`src/rtl/sample_page_packer_pkg.sv`:
```
// Shared definitions for the sample page packer and the readback path:
// line geometry, the queued line record and the control FSM encoding.
package sample_page_packer_pkg;

  localparam int LANES_PER_LINE   = 4;
  localparam int LINE_WIDTH       = 128;
  localparam int LINE_ADDR_WIDTH  = 27;
  localparam int LANE_INDEX_WIDTH = $clog2(LANES_PER_LINE);

  // Control FSM encoding; readback tooling decodes the debug state with this.
  typedef enum logic [1:0] {
    IDLE  = 2'd0,
    FLUSH = 2'd1,
    DRAIN = 2'd2
  } packerState_t;

  // One buffered memory line: where it goes, which lanes are valid, payload.
  typedef struct packed {
    logic [LINE_ADDR_WIDTH-1:0] addr;
    logic [LANES_PER_LINE-1:0]  mask;
    logic [LINE_WIDTH-1:0]      data;
  } lineEntry_t;

  // One-hot lane mask for a lane index.
  function automatic logic [LANES_PER_LINE-1:0] laneMask(input logic [LANE_INDEX_WIDTH-1:0] lane);
    return LANES_PER_LINE'(1) << lane;
  endfunction

endpackage

```
`src/rtl/sample_page_packer_line_fifo.sv`:
```
// Synchronous FIFO of assembled lines. The head entry is presented
// combinationally and reads as all-zero while the FIFO is empty, so no
// stale line is ever visible after reset or after the last pop.
module line_fifo
  import sample_page_packer_pkg::*;
#(
  parameter int DEPTH = 4,
  parameter int CW    = $clog2(DEPTH + 1)
) (
  input  logic       clk,
  input  logic       reset,
  input  logic       push,
  input  lineEntry_t pushLine,
  input  logic       pop,
  output lineEntry_t headLine,
  output logic [CW-1:0] count,
  output logic       empty
);

  localparam int PW = (DEPTH > 1) ? $clog2(DEPTH) : 1;

  lineEntry_t     mem [DEPTH];
  logic [PW-1:0]  headPtr;
  logic [PW-1:0]  tailPtr;
  logic           popOk;
  logic           pushOk;

  function automatic logic [PW-1:0] nextPtr(input logic [PW-1:0] p);
    return (p == PW'(DEPTH - 1)) ? '0 : p + 1'b1;
  endfunction

  assign empty  = (count == '0);
  assign popOk  = pop && !empty;
  // A full FIFO still accepts a push when the head leaves in the same cycle.
  assign pushOk = push && ((count != CW'(DEPTH)) || popOk);

  assign headLine = empty ? '0 : mem[headPtr];

  // Pointer and occupancy bookkeeping.
  always_ff @(posedge clk) begin
    if (reset) begin
      headPtr <= '0;
      tailPtr <= '0;
      count   <= '0;
    end else begin
      if (pushOk) tailPtr <= nextPtr(tailPtr);
      if (popOk)  headPtr <= nextPtr(headPtr);
      case ({pushOk, popOk})
        2'b10:   count <= count + 1'b1;
        2'b01:   count <= count - 1'b1;
        default: count <= count;
      endcase
    end
  end

  // Line storage; contents are don't-care until written, the empty gate hides them.
  always_ff @(posedge clk) begin
    if (pushOk) mem[tailPtr] <= pushLine;
  end

endmodule

```
`src/rtl/sample_page_packer.sv`:
```
// Packs 32-bit capture packets into 128-bit memory lines keyed by
// sample_number, queues completed/partial lines and hands them to memory.
//
// Memory handshake: wr_req is valid, wr_ack is ready. A line transfers on a
// rising edge where both are high. While wr_req=1 and wr_ack=0 the
// wr_data/wr_address/wr_mask outputs hold the same head line. wr_ack while
// wr_req=0 has no effect. wr_req never waits for wr_ack.
module sample_page_packer
  import sample_page_packer_pkg::*;
#(
  // Must equal LINE_WIDTH / LANES_PER_LINE (four lanes per line).
  parameter int SAMPLE_PACKET_WIDTH = 32,
  parameter int LINE_FIFO_DEPTH     = 4
) (
  input  logic                           clk,
  input  logic                           reset,
  input  logic [SAMPLE_PACKET_WIDTH-1:0] samplePacket,
  input  logic                           write_enable,
  input  logic [31:0]                    sample_number,
  input  logic                           flush,
  output logic                           pageFull,
  output logic                           wr_req,
  output logic [LINE_WIDTH-1:0]          wr_data,
  output logic [LINE_ADDR_WIDTH-1:0]     wr_address,
  output logic [LANES_PER_LINE-1:0]      wr_mask,
  input  logic                           wr_ack,
  output logic                           busy,
  output logic                           dropped,
  output logic [31:0]                    lines_written,
  output packerState_t                   debugState
);

  localparam int CountWidth = $clog2(LINE_FIFO_DEPTH + 1);
  localparam int LastLane   = LANES_PER_LINE - 1;

  packerState_t                state;
  logic                        flushPending;

  lineEntry_t                  asmLine;
  lineEntry_t                  asmNext;
  lineEntry_t                  mergedLine;
  lineEntry_t                  pushLine;
  lineEntry_t                  headLine;

  logic [LANE_INDEX_WIDTH-1:0] laneIdx;
  logic [LINE_ADDR_WIDTH-1:0]  pktAddr;
  logic [LANES_PER_LINE-1:0]   laneBit;
  logic [LINE_WIDTH-1:0]       laneData;
  logic [LINE_WIDTH-1:0]       laneField;
  logic                        addrChange;

  logic                        pushReq;
  logic                        pushAccept;
  logic                        pop;
  logic                        fifoEmpty;
  logic [CountWidth-1:0]       fifoCount;
  logic [CountWidth-1:0]       nextCount;
  logic [2:0]                  unusedSampleBits;

  // Decode where the incoming packet lands.
  assign laneIdx          = sample_number[LANE_INDEX_WIDTH-1:0];
  assign pktAddr          = sample_number[LANE_INDEX_WIDTH +: LINE_ADDR_WIDTH];
  assign unusedSampleBits = sample_number[31:29];
  assign laneBit          = laneMask(laneIdx);
  assign laneData         = LINE_WIDTH'(samplePacket) << (laneIdx * SAMPLE_PACKET_WIDTH);
  assign laneField        = LINE_WIDTH'({SAMPLE_PACKET_WIDTH{1'b1}}) << (laneIdx * SAMPLE_PACKET_WIDTH);
  assign addrChange       = (asmLine.mask != '0) && (pktAddr != asmLine.addr);

  // The assembling line with the incoming packet written into its lane.
  always_comb begin
    mergedLine      = asmLine;
    mergedLine.addr = pktAddr;
    mergedLine.mask = asmLine.mask | laneBit;
    mergedLine.data = (asmLine.data & ~laneField) | laneData;
  end

  // Decide what (if anything) is pushed this cycle and the next assembler value.
  // A line change pushes the old partial line; the new packet starts a fresh
  // line. If that fresh line already holds lane 3 it is pushed on the next
  // cycle that has no competing push.
  always_comb begin
    pushReq  = 1'b0;
    pushLine = asmLine;
    asmNext  = asmLine;
    if (write_enable) begin
      if (addrChange) begin
        pushReq      = 1'b1;
        pushLine     = asmLine;
        asmNext      = '0;
        asmNext.addr = pktAddr;
        asmNext.mask = laneBit;
        asmNext.data = laneData;
      end else if (mergedLine.mask[LastLane] || (state == FLUSH)) begin
        pushReq  = 1'b1;
        pushLine = mergedLine;
        asmNext  = '0;
      end else begin
        asmNext = mergedLine;
      end
    end else if (asmLine.mask[LastLane] || ((state == FLUSH) && (asmLine.mask != '0))) begin
      pushReq  = 1'b1;
      pushLine = asmLine;
      asmNext  = '0;
    end
  end

  assign wr_req     = !fifoEmpty;
  assign pop        = wr_req && wr_ack;
  assign pushAccept = pushReq && ((fifoCount < CountWidth'(LINE_FIFO_DEPTH)) || pop);
  assign nextCount  = fifoCount + CountWidth'(pushAccept) - CountWidth'(pop);

  line_fifo #(
    .DEPTH (LINE_FIFO_DEPTH),
    .CW    (CountWidth)
  ) u_line_fifo (
    .clk      (clk),
    .reset    (reset),
    .push     (pushAccept),
    .pushLine (pushLine),
    .pop      (pop),
    .headLine (headLine),
    .count    (fifoCount),
    .empty    (fifoEmpty)
  );

  assign wr_address = headLine.addr;
  assign wr_mask    = headLine.mask;
  assign wr_data    = headLine.data;
  assign debugState = state;

  // Assembler, drop flag, accepted-line counter and back-pressure.
  always_ff @(posedge clk) begin
    if (reset) begin
      asmLine       <= '0;
      dropped       <= 1'b0;
      lines_written <= '0;
      pageFull      <= 1'b0;
    end else begin
      asmLine  <= asmNext;
      pageFull <= (nextCount >= CountWidth'(LINE_FIFO_DEPTH - 1));
      if (pushReq && !pushAccept) dropped <= 1'b1;
      if (pop) lines_written <= lines_written + 32'd1;
    end
  end

  // Control FSM: a flush empties the assembler, then waits for the FIFO to drain.
  // A flush that collides with a packet, or arrives while busy, is remembered
  // and taken from IDLE on a later cycle.
  always_ff @(posedge clk) begin
    if (reset) begin
      state        <= IDLE;
      flushPending <= 1'b0;
      busy         <= 1'b0;
    end else begin
      case (state)
        IDLE: begin
          if (flushPending || (flush && !write_enable)) begin
            state        <= FLUSH;
            busy         <= 1'b1;
            flushPending <= 1'b0;
          end else if (flush) begin
            flushPending <= 1'b1;
          end
        end
        FLUSH: begin
          state <= DRAIN;
          busy  <= 1'b1;
          if (flush) flushPending <= 1'b1;
        end
        DRAIN: begin
          if (fifoEmpty) begin
            state <= IDLE;
            busy  <= 1'b0;
          end
          if (flush) flushPending <= 1'b1;
        end
        default: begin
          state <= IDLE;
          busy  <= 1'b0;
        end
      endcase
    end
  end

endmodule

```
`config.mk`:
```
export PLATFORM = sky130hd
export DESIGN_NAME = sample_page_packer
export DESIGN_NICKNAME = d
export VERILOG_FILES = /design/src/rtl/sample_page_packer_pkg.sv /design/src/rtl/sample_page_packer_line_fifo.sv /design/src/rtl/sample_page_packer.sv
export SDC_FILE = /design/constraint.sdc
export NUM_CORES = 1
export LEC_CHECK = 0
export BUFFER_PORTS_ARGS = -buffer_cell sky130_fd_sc_hd__buf_4
export CAP_MARGIN = 20
export CORE_MARGIN = 5
export CORE_UTILIZATION = 32
export CTS_CLUSTER_DIAMETER = 60
export DETAILED_ROUTE_END_ITERATION = 8
export MAX_ROUTING_LAYER = met4
export PLACE_DENSITY_LB_ADDON = 0.12
export SLEW_MARGIN = 25
export SYNTH_ARGS = -nofsm -noshare
export SYNTH_HDL_FRONTEND = slang
export SYNTH_SLANG_ARGS = --single-unit
```
`constraint.sdc`:
```
create_clock -name clk -period 20.7 [get_ports clk]
set_clock_uncertainty 0.05 [all_clocks]
set_input_delay 4.14 -clock clk [delete_from_list [all_inputs] [get_ports clk]]
set_output_delay 4.14 -clock clk [all_outputs]
set_load 0.03 [all_outputs]
```
==> flow_summary.toml, run 1 <==
[worst_setup_path]
rr_endpoint = "u_line_fifo.mem[2][48]"
slowest_delay_ns = 0.81
cp_cell_sequence = "buf_4 -> buf_4 -> mux4_2 -> and2_1 -> buf_4"
ff2ff_path_depth = 6
startpoint_type = "flip-flop"
crit_type = "reg2out"
end_kind = "output port"
cp_top_family = "buffers and inverters"
r2r_slack_ns = 16.49
cp.arrival_ns = 3.96
r2r_start = "debugState[0]"
worstPathRequired_ns = 16.51
critPathBufInv = 3
worstPathMaxFanout = 39
cpMaxStageDelayCell = "buf_4"
cpMostUsedCell = "buf_4"

[floorplan]
die_x_um = 335.7
coreArea_mm2 = 0.1053
fp-row-count = 119
die_h_um = 335.7
ios = 266
initial_core_util_pct = 32.25
die_area_mm2 = 0.1127

[power_and_ir_drop]
peakVddDrop_v = 0.00008225
power.density_mw_per_mm2 = 133.6
p_leak_nw = 14.30
power.total_mw = 5.459

[placement]
port_buffers = 262
pre_cts_ws_ns = 12.68
placed_area_mm2 = 0.03743
dp.cells = 3556
gp_congestion = 0.7488
hpwlAfterDp_um = 54340

[synth]
ys_dominant_reg_cell = "edfxtp_1"
synth_nets = 2082
yosys_warnings = 0
postSynth.asyncResetShare_pct = 0
syn_avg_cell_area_um2 = 16.99
synthDistinctLibCells = 48
synth-seq-area-share_pct = 68.41
synth_edf_count = 636
ys_ff_latch = 842
syn_inst = 1998
syn_area_mm2 = 0.03395

[cts]
ctsHoldBuffers = 0
cts_sinks = 842
cts_buffers = 100
clkLatencyLatePin_ns = 0.67
path_clk_slew_ns = 0.06
cts_root_buf = "clkbuf_16"
cts_resized = 0
cts_tree = "done"
htree_num_levels = 3
post-cts-setup-buffers = 0
cts_buffer_depth = 3

[worst_hold_path]
worstHoldStart = "dropped"
hold_class = "reg2reg"
holdPathStages = 2
min_to = "dropped"

[global_route]
grt_overflow_total = 0
globalRouteTotalUtil_pct = 16.58
grt_pass1_vias = 19860
grt_pass1_wl_um = 135500
grt_max_degree = 140
antenna_found_initial = 12

[final_layout]
drive_gt1_share_pct = 33.19
fill_cells = 9719
final-seq-area_mm2 = 0.02323
design_area_mm2 = 0.04085
finalNonFillerCells = 3754
utilization_pct = 38.81
fin_nets = 2352
area_growth_pct = 20.34
multi_input_area_mm2 = 0.01019

[sta]
tightest_slew_ns = 1.067
slew_headroom_pct = 28.84
slew_viol_final = 0
fin_setup_tns_ns = 0
fin_crit_sh_pct = 39.35
max_freq_mhz = 122.8
fin_crit_ns = 8.146
setup_slack_ns = 12.55
setup_viol = 0
hold_viol_final = 0
rsz0062_at_grt = "false"
hold_ws_ns = 0.4039

[detailed_routing]
drc = 0
drt_iter0_drc = 1152
ant_nets = 0
via_count = 18770
firstDrtPassIters = 5
wl_per_cell_um = 24.61
vias_per_cell = 4.999
wl_um = 92390

[flow_run]
drv_cap = 0

[run_status]
status = "finished clean"
cells in the final DEF (no fill, tap or decap), types with 4 or more instances in the layout:
master,instances
clkinv_2,13
nand2_1,43
buf_4,286
inv_1,17
and4_1,5
or3_1,8
diode_2,7
a22o_1,137
clkinvlp_4,5
inv_6,4
nor3_1,5
xor2_1,21
nor2_1,44
nor2b_1,36
nor4_1,4
bufinv_16,5
a211oi_1,24
mux2_1,4
a21oi_1,37
edfxtp_1,636
clkbuf_1,22
and2_1,163
clkinv_8,4
xnor2_1,36
clkinv_1,13
dfxtp_1,204
clkbuf_16,101
and3_1,25
and2_4,4
ha_1,13
o21ai_0,29
nand2b_1,7
clkbuf_8,15
mux4_2,159
nand3_1,12
nand4_1,15
clkinv_4,4
mux2_2,151
power breakdown:
part	switching, mW	total, mW	internal [mW]
Combinational	1.01	1.62	0.612
Sequential	0.0618	2.09	2.03
Clock	0.715	1.74	1.03
Total	1.79	5.46	3.67
worst min-delay path, delay by kind of cell, from the launching register on:
kind | cells | cell delay (ns)
AO/OA/AOI/OAI | 1 | 0.05
buffers and inverters | 1 | 0.05
flip-flops | 1 | 0.31
kinds of logic (layout without fill, tap and decap cells):
| family | after synthesis | count (layout) | share of synthesized area [%] |
|---|---|---|---|
| and+or+nand+nor | 386 | 386 | 6.561 |
| AOI/OAI and AO/OA | 241 | 241 | 5.385 |
| buffers and inverters | 140 | 498 | 1.795 |
| muxes | 317 | 317 | 15.78 |
| DFF | 842 | 842 | 68.41 |
| other | 0 | 7 | 0 |
| xor gates and xnor gates | 57 | 57 | 1.471 |
| adders and majority gates | 15 | 15 | 0.5971 |
cells in the mapped netlist (2+ instances only):
master / number / area [um^2]
mux2_2: 151 / 1700
or3_1: 9 / 56.30
buf_1: 16 / 60.06
nor2b_1: 38 / 237.7
o21ai_0: 29 / 145.1
or2_2: 3 / 18.77
clkbuf_1: 65 / 244.0
mux2_1: 4 / 45.04
xnor2_1: 36 / 315.3
nand4_1: 15 / 93.84
inv_1: 17 / 63.81
buf_4: 5 / 37.54
nand3_1: 12 / 60.06
o21a_1: 2 / 15.01
ha_1: 13 / 162.7
edfxtp_1: 636 / 19100
xor2_1: 21 / 183.9
and4_1: 5 / 43.79
nand2b_1: 7 / 43.79
a211oi_1: 25 / 187.7
mux4_2: 159 / 3581
buf_6: 3 / 33.78
buf_2: 34 / 170.2
nor3_1: 5 / 25.02
dfxtp_1: 206 / 4124
nor4_1: 4 / 25.02
and3_1: 25 / 156.4
a31o_2: 2 / 17.52
nor2_1: 45 / 168.9
a22o_1: 137 / 1200
nand2_1: 46 / 172.7
and2_1: 167 / 1045
mux2i_1: 3 / 30.03
fa_1: 2 / 40.04
a21oi_1: 38 / 190.2
state kept, by name (all words and copies together), names as in the netlist, named ones only:
register,cells
asmLine,159
busy,1
debugState,2
dropped,1
flushPending,1
lines_written,32
pageFull,1
u_line_fifo.count,3
u_line_fifo.headPtr,2
u_line_fifo.mem,636
u_line_fifo.tailPtr,2
area by class of cell:
| type | instances | share of cell area, % |
|---|---|---|
| inverters | 17 | 0.1562 |
| well taps | 1391 | 4.261 |
| clock buffers | 138 | 6.895 |
| clock inverters | 52 | 1.339 |
| diodes | 7 | 0.04288 |
| repair buffers | 291 | 5.498 |
| multi-input cells | 1016 | 24.94 |
| flip-flops and latches | 842 | 56.87 |
metal layers:
metal / track usage [%] / routed length, um / share of wire [%] / vias up
met5: - / 0 / 0 / -
met4: 3.904 / 1552 / 1.7 / 0
met3: 4.080 / 5864 / 6.3 / 98
met2: 25.24 / 42790 / 46 / 494
met1: 22.61 / 42170 / 46 / 9782
li1: - / - / - / 8391
worst max-delay path by stage:
stage                             endpoint  slack (ns)  cells past startpoint
finish                        wr_data[111]       12.55                      5
global route                  wr_data[111]       12.17                      5
CTS                           wr_data[111]       12.26                      5
detailed placement  u_line_fifo.mem[2][80]       12.68                      7
global placement    u_line_fifo.mem[3][80]       12.71                      7
floorplan            u_line_fifo.mem[0][0]       11.34                      6
Power figures use the tool's default switching activity.
==> run 2: changes to the inputs <==
clock period = 6.98 ns   (was 20.7 ns; I/O delays follow)
==> flow_summary.toml, run 2 (synthesis results as in run 1) <==
[placement]
hpwlAfterDp_um = 57060
port_buffers = 262
gp_congestion = 0.7379

[worst_hold_path]
hold_class = "reg2reg"
worstHoldStart = "dropped"

[worst_setup_path]
cpMaxStageDelayCell = "dfxtp_4"
crit_type = "reg2out"
r2r_start = "debugState[1]"
slowest_delay_ns = 1.01
cpMostUsedCell = "buf_4"
end_kind = "output port"
cp.arrival_ns = 3.19
worstPathMaxFanout = 54
cp_cell_sequence = "buf_4 -> mux4_2 -> and2_1 -> buf_4"
worstPathRequired_ns = 5.53
startpoint_type = "flip-flop"

[cts]
clkLatencyLatePin_ns = 0.67
htree_num_levels = 3
cts_buffers = 98
cts_root_buf = "clkbuf_16"
cts_buffer_depth = 3
post-cts-setup-buffers = 0
cts_tree = "done"
ctsHoldBuffers = 0
path_clk_slew_ns = 0.06
cts_sinks = 842
cts_resized = 0

[final_layout]
mostFrequentLayoutCells = "edfxtp_1, buf_4, dfxtp_1"
biggestRegsByFlops = "u_line_fifo.mem: 636 flops, asmLine: 159 flops, lines_written: 32 flops"
final_common_cell = "edfxtp_1"
largest_register_ffs = 636
top_register = "u_line_fifo.mem"
fin_nets = 2358
area_growth_pct = 21.00
drive_gt1_share_pct = 33.52

[global_route]
grt_max_degree = 94
antenna_found_initial = 11
grt_pass1_vias = 19800
grt_overflow_total = 0
grt_pass1_wl_um = 137900
globalRouteTotalUtil_pct = 16.94

[floorplan]
ios = 266
die_h_um = 335.7
die_area_mm2 = 0.1127
initial_core_util_pct = 32.25
coreArea_mm2 = 0.1053
die_x_um = 335.7
fp-row-count = 119

[sta]
fin_crit_ns = 4.640
setup_viol = 0
hold_viol_final = 0
slew_headroom_pct = 30.41
fin_setup_tns_ns = 0
rsz0062_at_grt = "false"
tightest_slew_ns = 1.044
max_freq_mhz = 215.5
fin_crit_sh_pct = 66.48
slew_viol_final = 0

[detailed_routing]
wl_um = 94410
wl_per_cell_um = 25.14
ant_nets = 0
vias_per_cell = 5.027
drc = 0
drt_iter0_drc = 1360
via_count = 18880
firstDrtPassIters = 5

[power_and_ir_drop]
power.total_mw = 16.40
peakVddDrop_v = 0.0002069
p_leak_nw = 14.44
power.density_mw_per_mm2 = 399.2

[flow_run]
drv_cap = 0

[run_status]
status = "finished clean"
[run 2: changes by cell type in the layout (fill, tap and decap cells not counted), sizes merged]
cell / delta
buf: +8
bufinv: +7
clkbuf: -7
clkinvlp: -4
diode: -3
clkinv: -1
inv: +1
[run 2: path summary, 6_finish.rpt]
check,end,slack (ns),cells past startpoint
setup / recovery,wr_data[12],2.34,4
hold / removal,dropped,0.41,2
setup reg to reg,asmLine[62],3.05,9
hold reg to reg,dropped,0.41,2
[run 2: layout make-up]
class / instances / area [um^2]
fill: 9744 / 64190
sequential: 842 / 23230
multi-input combinational: 1016 / 10180
clock buffer: 131 / 2760
timing repair buffer: 299 / 2412
tap: 1391 / 1740
clock inverter: 55 / 675.6
inverter: 17 / 63.81
antenna: 4 / 10.01
[run 2: per-layer routing]
layer | GRT usage [%] | share of wire [%]
met3 | 3.786 | 5.7
met1 | 23.24 | 46
met5 | - | 0
met2 | 25.73 | 46
met4 | 4.357 | 2.0
[run 2: metrics by stage]
stage                     instances  area (um^2)  setup slack (ns)  hold WS (ns)  util (%)
final                          3755        41070             2.340        0.4072     39.02
after detailed placement       3565        37630             2.045        0.3991     35.74
after floorplan                1998        33950            0.3657        0.3866         -
after global routing           3755        41070             2.073        0.4371     39.02
after CTS                      3751        41060             2.163        0.4154     39.01
after global placement         3561        37520             2.051        0.3977     35.64
[run 2: critical path, delay by kind of cell (launching register included)]
kind	cells	cell delay [ns]
buffers and inverters	2	0.79
DFF	1	1.01
muxes	1	0.49
and+or+nand+nor	1	0.20
[run 2: report_power, final]
group	leakage (nW)	internal, mW	switching [mW]
Clock	1.69	3.25	2.08
Combinational	5.09	1.83	3.01
Sequential	7.66	6.02	0.203
==> run 3: changes to the inputs <==
ABC_AREA = 1   (was unset)
clock period = 4.4 ns   (was 6.98 ns; I/O delays follow)
==> flow_summary.toml, run 3 <==
[synth]
syn_avg_cell_area_um2 = 8.790
syn_area_mm2 = 0.03867
postSynth.asyncResetShare_pct = 0
synth_edf_count = 636
syn_inst = 4399
yosys-top-cells-area = "edfxtp_1, dfxtp_1, nor2_1"
synthDistinctLibCells = 34
synth_most_common_cell = "nor2_1"
ys_dominant_reg_cell = "edfxtp_1"
synth-seq-area-share_pct = 60.06
ys_ff_latch = 842
synthTopCellsByCount = "nor2_1, nand2_1, edfxtp_1"
yosys_warnings = 0
synth_nets = 4483
yosysTopAreaCellShare_pct = 49.39
yosys.area.top_type = "edfxtp_1"

[global_route]
globalRouteTotalUtil_pct = 20.06
grt_max_degree = 185
grt_overflow_total = 0
grt_pass1_wl_um = 189600
antenna_found_initial = 3
grt_pass1_vias = 29360

[floorplan]
die_h_um = 357.6
coreArea_mm2 = 0.1200
die_x_um = 357.6
ios = 266
die_area_mm2 = 0.1279
fp-row-count = 127
initial_core_util_pct = 32.23

[power_and_ir_drop]
p_clk_share_pct = 30.0
power.switching_mw = 11.92
combinationalPowerShare_pct = 36.7
p_leak_nw = 16.97
power.density_mw_per_mm2 = 655.5
internal_power_mw = 18.20
peakVddDrop_v = 0.0003332
sequentialPowerShare_pct = 33.3
sw_frac_of_total_pct = 39.57

[final_layout]
drive_gt1_share_pct = 11.34
diodes = 0
fin_nets = 4612
top_register = "u_line_fifo.mem"
mostFrequentLayoutCells = "nor2_1, nand2_1, edfxtp_1"
utilization_pct = 38.29
largest_register_ffs = 636
fill_cells = 11960
finalNonFillerCells = 6232
area_growth_pct = 18.81
final_common_cell = "nor2_1"
biggestRegsByFlops = "u_line_fifo.mem: 636 flops, asmLine: 159 flops, lines_written: 32 flops"

[detailed_routing]
via_count = 30830
ant_nets = 0
wl_per_cell_um = 20.58
firstDrtPassIters = 5
drt_iter0_drc = 2487
vias_per_cell = 4.947
drc = 0
wl_um = 128300

[worst_setup_path]
cp.arrival_ns = 3.12
worstPathMaxFanout = 59
critPathBufInv = 2
cpMaxStageDelayCell = "dfxtp_4"
end_kind = "output port"
crit_type = "reg2out"
cp_top_family = "buffers and inverters"
slowest_delay_ns = 0.78
cp_cell_sequence = "buf_4 -> nor2_1 -> nor2_1 -> o21ai_0 -> a21oi_1 -> buf_4"
r2r_start = "debugState[0]"
worstPathRequired_ns = 3.47
startpoint_type = "flip-flop"

[cts]
cts_buffer_depth = 3
ctsHoldBuffers = 0
htree_num_levels = 3
cts_buffers = 106
cts_sinks = 842
post-cts-setup-buffers = 0
clkLatencyLatePin_ns = 0.69
cts_resized = 0
cts_root_buf = "clkbuf_16"
cts_tree = "done"
path_clk_slew_ns = 0.06

[sta]
fin_crit_ns = 4.046
tightest_slew_ns = 1.079
hold_viol_final = 0
fin_setup_tns_ns = 0
slew_headroom_pct = 28.08
max_freq_mhz = 247.2
setup_viol = 0
fin_crit_sh_pct = 91.96
rsz0062_at_grt = "false"
slew_viol_final = 0

[placement]
hpwlAfterDp_um = 72890
dp.cells = 6032
port_buffers = 262
gp_congestion = 0.7536

[worst_hold_path]
worstHoldStart = "dropped"
hold_class = "reg2reg"

[run_status]
status = "finished clean"

[flow_run]
drv_cap = 0
==> run 3: changes by cell type after synthesis, sizes merged, moves of 38 or more <==
cell | before | now
o21ai | 30 | 539
a21oi | 40 | 463
nor2 | 45 | 920
and2 | 167 | 0
nor2b | 38 | 0
a22o | 137 | 0
buf | 58 | 97
inv | 17 | 209
clkbuf | 65 | 212
mux4 | 159 | 0
mux2 | 155 | 0
nand3 | 12 | 171
nand2 | 46 | 840
==> run 3: worst paths after layout <==
check | to | slack, ns | cells after the start
max | wr_mask[1] | 0.35 | 6
min | dropped | 0.40 | 2
max reg2reg | u_line_fifo.mem[0][44] | 0.74 | 7
min reg2reg | dropped | 0.40 | 2
==> run 3: area by class of cell <==
class | count | area [um^2] | share of cell area (%)
timing repair buffer | 330 | 2785 | 6.063
multi-input combinational | 3034 | 13430 | 29.22
sequential | 842 | 23230 | 50.57
tap | 1612 | 2017 | 4.390
inverter | 214 | 829.5 | 1.806
clock buffer | 126 | 2830 | 6.161
clock inverter | 74 | 822.0 | 1.789
==> run 3: kinds of logic (layout without fill, tap and decap cells) <==
group / Yosys count / in the layout / share of synthesized area [%]
and+or+nand+nor: 1961 / 1961 / 19.79
AOI/OAI and AO/OA: 1032 / 1032 / 13.55
DFF: 842 / 842 / 60.06
buffers and inverters: 523 / 744 / 5.491
xor gates and xnor gates: 26 / 26 / 0.5889
adders and majority gates: 15 / 15 / 0.5242
==> run 3: worst reg2reg max path, stage by stage, from the launching register on <==
cell and delay, ns:
dfxtp_1 0.41, ha_1 0.43, nor2_1 0.20, nand2_8 0.09
buf_4 0.65, nand3_4 0.17, buf_12 0.31, o21ai_0 1.03
==> run 3: power by group through the flow <==
stage / Clock [mW] / Sequential, mW / Combinational (mW)
after detailed placement: 0 / 10.2 / 11.3
after CTS: 9.24 / 10.0 / 11.3
after global placement: 0 / 10.2 / 11.3
after floorplan: 0 / 10.2 / 6.67
final: 9.02 / 10.0 / 11.1
after global routing: 9.61 / 10.1 / 12.1
==> run 3: routing by layer <==
layer,vias up,track usage (%),routed length [um]
met2,832,32.11,59580
met3,148,3.835,7995
met5,-,-,0
met4,0,4.687,2703
li1,15020,-,-
met1,14830,26.56,57990
==> run 3: per-stage QoR <==
step                      setup slack (ns)  power, mW  hold slack (ns)  instance area [um^2]
after floorplan                   -0.09415      16.83           0.3953                 38730
after global placement              0.3601      21.50           0.3968                 42270
after detailed placement            0.5649      21.51           0.3953                 42290
after CTS                           0.2718      30.62           0.3850                 45940
after global routing               0.09262      31.79           0.4216                 45940
final                               0.3539      30.11           0.4036                 45940
